**src/rtl/leaf_uplink_arbiter.sv**
```systemverilog
// leaf_uplink_arbiter
//
// Leaf-side uplink stage. Merges NUM_SRC local single-flit streams into one
// data/valid link toward a spine router leaf port. A round-robin arbiter admits
// flits into an output FIFO. The FIFO drains under credit-based flow control, so
// the spine input FIFO (CREDITS entries deep) can never overflow.
//
// Build option:
//   ARB_FIXED_PRIO_EN  when defined, the lowest asserted source index always
//                      wins and the round-robin pointer is removed. When it is
//                      undefined (the default), round-robin arbitration is used.
//
// Ports:
//   clk            rising-edge clock
//   reset          asynchronous, active-high reset
//   src_data       NUM_SRC packed flits; source i at [i*DWIDTH +: DWIDTH]
//   src_valid      per-source flit valid
//   src_ready      per-source grant; combinational, one-hot or zero
//   up_data        registered flit toward the spine; holds when up_valid is low
//   up_valid       registered; high for one cycle per flit
//   credit_return  one-cycle pulse that returns one credit
//   credit_count   current credits (0..CREDITS)
//   fifo_count     current output FIFO occupancy (0..FIFO_DEPTH)
//   credit_err     sticky; a credit came back while the count was already full
//   tx_state       drain FSM state: 0 idle, 1 send, 2 stall
//   status         {GROUP_ID, LEAF_ID[3:0]} identification word
module leaf_uplink_arbiter #(
    parameter logic [3:0]  GROUP_ID   = 4'b0100,
    parameter int unsigned LEAF_ID    = 1,
    parameter int unsigned DWIDTH     = 16,
    parameter int unsigned NUM_SRC    = 4,
    parameter int unsigned FIFO_DEPTH = 8,
    parameter int unsigned CREDITS    = 8
) (
    input  logic                              clk,
    input  logic                              reset,
    input  logic [NUM_SRC*DWIDTH-1:0]         src_data,
    input  logic [NUM_SRC-1:0]                src_valid,
    output logic [NUM_SRC-1:0]                src_ready,
    output logic [DWIDTH-1:0]                 up_data,
    output logic                              up_valid,
    input  logic                              credit_return,
    output logic [$clog2(CREDITS+1)-1:0]      credit_count,
    output logic [$clog2(FIFO_DEPTH+1)-1:0]   fifo_count,
    output logic                              credit_err,
    output logic [1:0]                        tx_state,
    output logic [7:0]                        status
);

    localparam int unsigned SRC_W  = $clog2(NUM_SRC);
    localparam int unsigned PTR_W  = $clog2(FIFO_DEPTH);
    localparam int unsigned CNT_W  = $clog2(CREDITS+1);
    localparam int unsigned FCNT_W = $clog2(FIFO_DEPTH+1);

    localparam logic [FCNT_W-1:0] FIFO_FULL  = FCNT_W'(FIFO_DEPTH);
    localparam logic [CNT_W-1:0]  CREDIT_MAX = CNT_W'(CREDITS);
    localparam logic [SRC_W-1:0]  LAST_SRC   = SRC_W'(NUM_SRC - 1);

    typedef enum logic [1:0] {
        StIdle  = 2'd0,
        StSend  = 2'd1,
        StStall = 2'd2
    } tx_state_e;

    // ------------------------------------------------------------------
    // State
    // ------------------------------------------------------------------
    logic [DWIDTH-1:0] mem [FIFO_DEPTH];
    logic [PTR_W-1:0]  wr_ptr_q, wr_ptr_d;
    logic [PTR_W-1:0]  rd_ptr_q, rd_ptr_d;
    logic [FCNT_W-1:0] fifo_count_q, fifo_count_d;
    logic [CNT_W-1:0]  credit_q, credit_d;
    logic              credit_err_q, credit_err_d;
    tx_state_e         state_q, state_d;
    logic [DWIDTH-1:0] up_data_q;
    logic              up_valid_q;

    // ------------------------------------------------------------------
    // Arbitration
    // ------------------------------------------------------------------
    logic [SRC_W-1:0]  grant_idx;
    logic              grant_found;
    logic              not_full;
    logic              push;
    logic              pop;
    logic [DWIDTH-1:0] push_data;

`ifdef ARB_FIXED_PRIO_EN
    // Scan from the top down so the lowest asserted index is the last writer.
    always_comb begin
        grant_idx   = '0;
        grant_found = 1'b0;
        for (int i = NUM_SRC - 1; i >= 0; i--) begin
            if (src_valid[i]) begin
                grant_idx   = SRC_W'(i);
                grant_found = 1'b1;
            end
        end
    end
`else
    logic [SRC_W-1:0] rr_ptr_q, rr_ptr_d;

    // Scan offsets from farthest to nearest so the first valid source at or
    // after rr_ptr (wrapping) is the last writer and wins.
    always_comb begin
        int idx;
        grant_idx   = '0;
        grant_found = 1'b0;
        idx         = 0;
        for (int k = NUM_SRC - 1; k >= 0; k--) begin
            idx = int'(rr_ptr_q) + k;
            if (idx >= int'(NUM_SRC)) begin
                idx = idx - int'(NUM_SRC);
            end
            if (src_valid[SRC_W'(idx)]) begin
                grant_idx   = SRC_W'(idx);
                grant_found = 1'b1;
            end
        end
    end

    // The pointer moves only on an actual transfer.
    always_comb begin
        rr_ptr_d = rr_ptr_q;
        if (push) begin
            rr_ptr_d = (grant_idx == LAST_SRC) ? '0 : grant_idx + SRC_W'(1);
        end
    end

    always_ff @(posedge clk or posedge reset) begin
        if (reset) begin
            rr_ptr_q <= '0;
        end else begin
            rr_ptr_q <= rr_ptr_d;
        end
    end
`endif

    // Full check uses the registered occupancy, so a same-cycle pop never
    // opens a slot for admission in that cycle.
    assign not_full  = (fifo_count_q < FIFO_FULL);
    assign push      = grant_found && not_full;
    assign push_data = src_data[int'(grant_idx) * DWIDTH +: DWIDTH];

    always_comb begin
        src_ready = '0;
        if (push) begin
            src_ready[grant_idx] = 1'b1;
        end
    end

    // ------------------------------------------------------------------
    // FIFO and credit bookkeeping
    // ------------------------------------------------------------------
    // Pop purely from registered occupancy and credits; no same-cycle path
    // from credit_return or the source side.
    assign pop = (fifo_count_q != '0) && (credit_q != '0);

    always_comb begin
        wr_ptr_d     = wr_ptr_q;
        rd_ptr_d     = rd_ptr_q;
        fifo_count_d = fifo_count_q;
        if (push) begin
            wr_ptr_d = wr_ptr_q + PTR_W'(1);
        end
        if (pop) begin
            rd_ptr_d = rd_ptr_q + PTR_W'(1);
        end
        case ({push, pop})
            2'b10:   fifo_count_d = fifo_count_q + FCNT_W'(1);
            2'b01:   fifo_count_d = fifo_count_q - FCNT_W'(1);
            default: fifo_count_d = fifo_count_q;
        endcase
    end

    // A send and a return in the same cycle cancel. A return with no send
    // at the maximum is dropped and flagged.
    always_comb begin
        credit_d     = credit_q;
        credit_err_d = credit_err_q;
        case ({pop, credit_return})
            2'b10: credit_d = credit_q - CNT_W'(1);
            2'b01: begin
                if (credit_q == CREDIT_MAX) begin
                    credit_err_d = 1'b1;
                end else begin
                    credit_d = credit_q + CNT_W'(1);
                end
            end
            default: credit_d = credit_q;
        endcase
    end

    // ------------------------------------------------------------------
    // Drain FSM. Transitions look at next-cycle occupancy and credits so the
    // state always agrees with the registered counters it reports beside.
    // ------------------------------------------------------------------
    always_comb begin
        state_d = state_q;
        case (state_q)
            StIdle: begin
                if (fifo_count_d != '0) begin
                    state_d = (credit_d != '0) ? StSend : StStall;
                end
            end
            StSend: begin
                if (fifo_count_d == '0) begin
                    state_d = StIdle;
                end else if (credit_d == '0) begin
                    state_d = StStall;
                end
            end
            StStall: begin
                if (fifo_count_d == '0) begin
                    state_d = StIdle;
                end else if (credit_d != '0) begin
                    state_d = StSend;
                end
            end
            default: state_d = StIdle;
        endcase
    end

    // ------------------------------------------------------------------
    // Registers
    // ------------------------------------------------------------------
    // Storage needs no reset; the pointers and count define its contents.
    always_ff @(posedge clk) begin
        if (push) begin
            mem[wr_ptr_q] <= push_data;
        end
    end

    always_ff @(posedge clk or posedge reset) begin
        if (reset) begin
            wr_ptr_q     <= '0;
            rd_ptr_q     <= '0;
            fifo_count_q <= '0;
            credit_q     <= CREDIT_MAX;
            credit_err_q <= 1'b0;
            state_q      <= StIdle;
            up_data_q    <= '0;
            up_valid_q   <= 1'b0;
        end else begin
            wr_ptr_q     <= wr_ptr_d;
            rd_ptr_q     <= rd_ptr_d;
            fifo_count_q <= fifo_count_d;
            credit_q     <= credit_d;
            credit_err_q <= credit_err_d;
            state_q      <= state_d;
            up_valid_q   <= pop;
            if (pop) begin
                up_data_q <= mem[rd_ptr_q];
            end
        end
    end

    // ------------------------------------------------------------------
    // Outputs
    // ------------------------------------------------------------------
    assign up_data      = up_data_q;
    assign up_valid     = up_valid_q;
    assign credit_count = credit_q;
    assign fifo_count   = fifo_count_q;
    assign credit_err   = credit_err_q;
    assign tx_state     = state_q;
    assign status       = {GROUP_ID, 4'(LEAF_ID)};

endmodule

```
**config.mk**
```make
export PLATFORM = sky130hd
export DESIGN_NAME = leaf_uplink_arbiter
export DESIGN_NICKNAME = d
export VERILOG_FILES = /design/src/rtl/leaf_uplink_arbiter.sv
export SDC_FILE = /design/constraint.sdc
export NUM_CORES = 1
export LEC_CHECK = 0
export BUFFER_PORTS_ARGS = -buffer_cell sky130_fd_sc_hd__buf_2
export CAP_MARGIN = 0
export CORE_ASPECT_RATIO = 1.2
export CORE_MARGIN = 1.5
export CORE_UTILIZATION = 50
export DETAILED_ROUTE_END_ITERATION = 12
export HOLD_SLACK_MARGIN = 0.08
export PLACE_DENSITY = 0.75
export SYNTH_ARGS = -nofsm -noshare
export SYNTH_HDL_FRONTEND = slang
export SYNTH_SLANG_ARGS = --single-unit
```
**constraint.sdc**
```tcl
create_clock -name clk -period 3.4 [get_ports clk]
set_clock_uncertainty 0.1 [all_clocks]
set_input_delay 0.68 -clock clk [delete_from_list [all_inputs] [get_ports clk]]
set_output_delay 0.68 -clock clk [all_outputs]
set_load 0.02 [all_outputs]
```
==> flow_summary.ini <==
[route]
wirelength_um = 14600
via_per_inst = 5.67
dr_total_vias = 4182
drtIter0Drc = 309
drc_errors = 8
wl_per_cell_um = 19.8
drt_pass1_iterations = 9
ant_nets = 0

[synth]
synth-edff-count = 128
synth.yosys.warnings = 0
ys_seq_area_frac = 0.659
async_flop_share = 0.220
synth.ff_latch_count = 164
syn-mean-instance-area_sq_um = 16.5
syn_inst = 436
synth_area_sq_um = 7200
netlist-cell-type-count = 50
synth_ff_type = edfxtp_1

[cells_and_area]
layout-drive-gt1-share = 0.358
layout_commonest_cell = edfxtp_1
insertedDiodeCount = 0
final_cell_mix = edfxtp_1 (128), buf_2 (102), mux2i_1 (66)
stdcell_count = 738
syn_to_final_growth_pct = 19.6
fin_nets = 638

[clock_network]
cts_inserted_buffers = 17
cts_root_buf = clkbuf_16
clock-sinks = 164
insertion_delay_ns = 0.42
htreeDepth = 4
post_cts_resized = 0
cts_max_path_buffers = 2
postCtsSetupBuffers = 0
clk_pin_slew_ns = 0.07
tritoncts = done
cts_hold_buf = 0

[grt]
grt_start_max_net_pins = 34
antenna_found_initial = 0
grt_usage = 0.208
first_global_vias = 4366
grt-ovfl-total = 0
grt_pass1_wl_um = 23400

[critical_path]
critPathTopFamily = adder cells
worstSetupEndpointType = flop
start_kind = flop
worstPathRequired_ns = 3.62
crit_fanout = 9
critical_path_class = flop to flop
worst_path_most_repeated_cell = ha_1
reg2reg_slack_ns = 0.34
slowest_delay_ns = 0.46
cp.buffers_inverters = 2
arrival_ns = 3.28
path_cells = inv_1, ha_1, nor3b_1, a21oi_4, buf_4, ha_1, xor2_1, ha_1, a21oi_1, xor2_1, nor2_1, xnor2_1, a311oi_1
critPathSlowestCell = dfrtp_1

[placement]
dpl.hpwl_um = 9290
io_buffer_count = 102
globalplace.congestion = 0.830
placedCellCount = 706

[pwr]
p_per_area_nw_per_um2 = 992
p_leak_uw = 0.00341
peakVddDrop_v = 0.000433

[timing]
fin_crit_ns = 3.06
worstMarginPinSlew_ns = 1.15
finalHoldViolCount = 0
fin_setup_tns_ns = 0
rsz0062_at_grt = no
setup_viol_count_final = 0
min_period_over_period = 0.899
max_freq_ghz = 0.327
slew_headroom = 0.234
slew_violations = 0

[floorplanning]
ios = 111
coreArea_sq_um = 13900
die_h_um = 134
placementRows = 47
die_width_um = 113
dieArea_sq_um = 15100
initial_core_util = 0.517

[outcome]
violations = DRC
status = finished, violations left

[worst_hold_path]
hold_path_class = primary input to asynchronous set/reset pin

[job]
maxCapViolCount = 0
==> path summary, 6_finish.rpt <==
kind | startpoint | depth (start not counted) | end
worst max-delay path | credit_count[0]$_DFF_PP0_ | 13 | tx_state[0]$_DFFE_PP0P_
worst min-delay path | reset | 2 | rd_ptr_q[0]$_DFFE_PP0P_
worst max register to register | credit_count[0]$_DFF_PP0_ | 13 | tx_state[0]$_DFFE_PP0P_
worst min register to register | credit_err$_DFFE_PP0P_ | 1 | credit_err$_DFFE_PP0P_
max in group asynchronous | reset | 3 | rr_ptr_q[0]$_DFFE_PP0P_
min in group clk | credit_err$_DFFE_PP0P_ | 1 | credit_err$_DFFE_PP0P_
==> registers in the layout, indices dropped and copies added, names as in the netlist <==
register      count
credit_count      4
credit_err        1
fifo_count        4
mem             128
rd_ptr_q          3
rr_ptr_q          2
tx_state          2
up_data          16
up_valid          1
wr_ptr_q          3
==> report_power, final <==
part / internal, uW / total (uW) / switching, uW
Sequential: 2940 / 3390 / 449
Clock: 1180 / 1990 / 809
Combinational: 1410 / 3170 / 1750
Total: 5530 / 8540 / 3010
==> cell usage after synthesis (all sizes together) (2+ instances only) <==
cell / n / area, sq um
nor3b: 6 / 45.0
xnor2: 5 / 43.8
clkbuf: 12 / 45.0
nand2: 7 / 26.3
conb: 2 / 7.51
nand4: 2 / 12.5
mux4: 32 / 721
nor4: 2 / 12.5
nand3b: 3 / 22.5
edfxtp: 128 / 3840
inv: 14 / 52.6
mux2: 3 / 33.8
mux2i: 66 / 661
and4b: 2 / 20.0
nor2: 24 / 90.1
a31oi: 2 / 12.5
a21oi: 26 / 130
nor3: 2 / 10.0
buf: 17 / 109
dfrtp: 35 / 876
or3: 2 / 12.5
and2: 5 / 31.3
xor2: 3 / 26.3
o21ai: 5 / 25.0
a311oi: 2 / 23.8
ha: 13 / 163
==> cells by family after synthesis <==
kind of cell	share of synthesized area
multiplexers	0.196
XOR/XNOR	0.00973
buffers and inverters	0.0287
flip-flops	0.659
AND/OR/NAND/NOR	0.0462
other	0.00104
adder cells (fa/ha/maj)	0.0226
AO/OA/AOI/OAI	0.0363
==> stage by stage <==
step | total power [uW] | instance area (sq um) | util | hold slack, ns | setup slack [ns]
after floorplan | 5630 | 7230 | - | 0.388 | 0.0837
after global placement | 6430 | 8000 | 0.574 | 0.358 | 0.487
after detailed placement | 6590 | 8000 | 0.574 | 0.357 | 0.375
after CTS | 8620 | 8620 | 0.618 | 0.359 | 0.336
after global routing | 9030 | 8620 | 0.618 | 0.388 | 0.0235
final | 8540 | 8620 | 0.618 | 0.330 | 0.343
==> area by class of cell <==
class | instances | area, sq um
Fill cell | 991 | 5320
Multi-Input combinational cell | 235 | 2310
Clock buffer | 17 | 425
Sequential cell | 164 | 4750
Timing Repair Buffer | 122 | 673
Clock inverter | 15 | 189
Tap cell | 171 | 214
Inverter | 14 | 52.6
==> worst register-to-register path: stages, from the launching register on <==
cell      delay (ns)
dfrtp_1         0.46
inv_1           0.09
ha_1            0.24
nor3b_1         0.37
a21oi_4         0.10
buf_4           0.19
ha_1            0.26
xor2_1          0.17
ha_1            0.18
a21oi_1         0.14
xor2_1          0.17
nor2_1          0.07
xnor2_1         0.16
a311oi_1        0.27
==> metal layers <==
metal | track usage | share of wire | wire length [um] | vias to the layer above
met5 | 0 | 0 | 0 | -
met4 | 0.0682 | 0.011 | 165 | 0
met3 | 0.0395 | 0.051 | 749 | 13
met2 | 0.384 | 0.55 | 8050 | 139
met1 | 0.246 | 0.39 | 5660 | 2117
li1 | - | - | - | 1913
No activity file was read; power rests on OpenSTA's default activity.
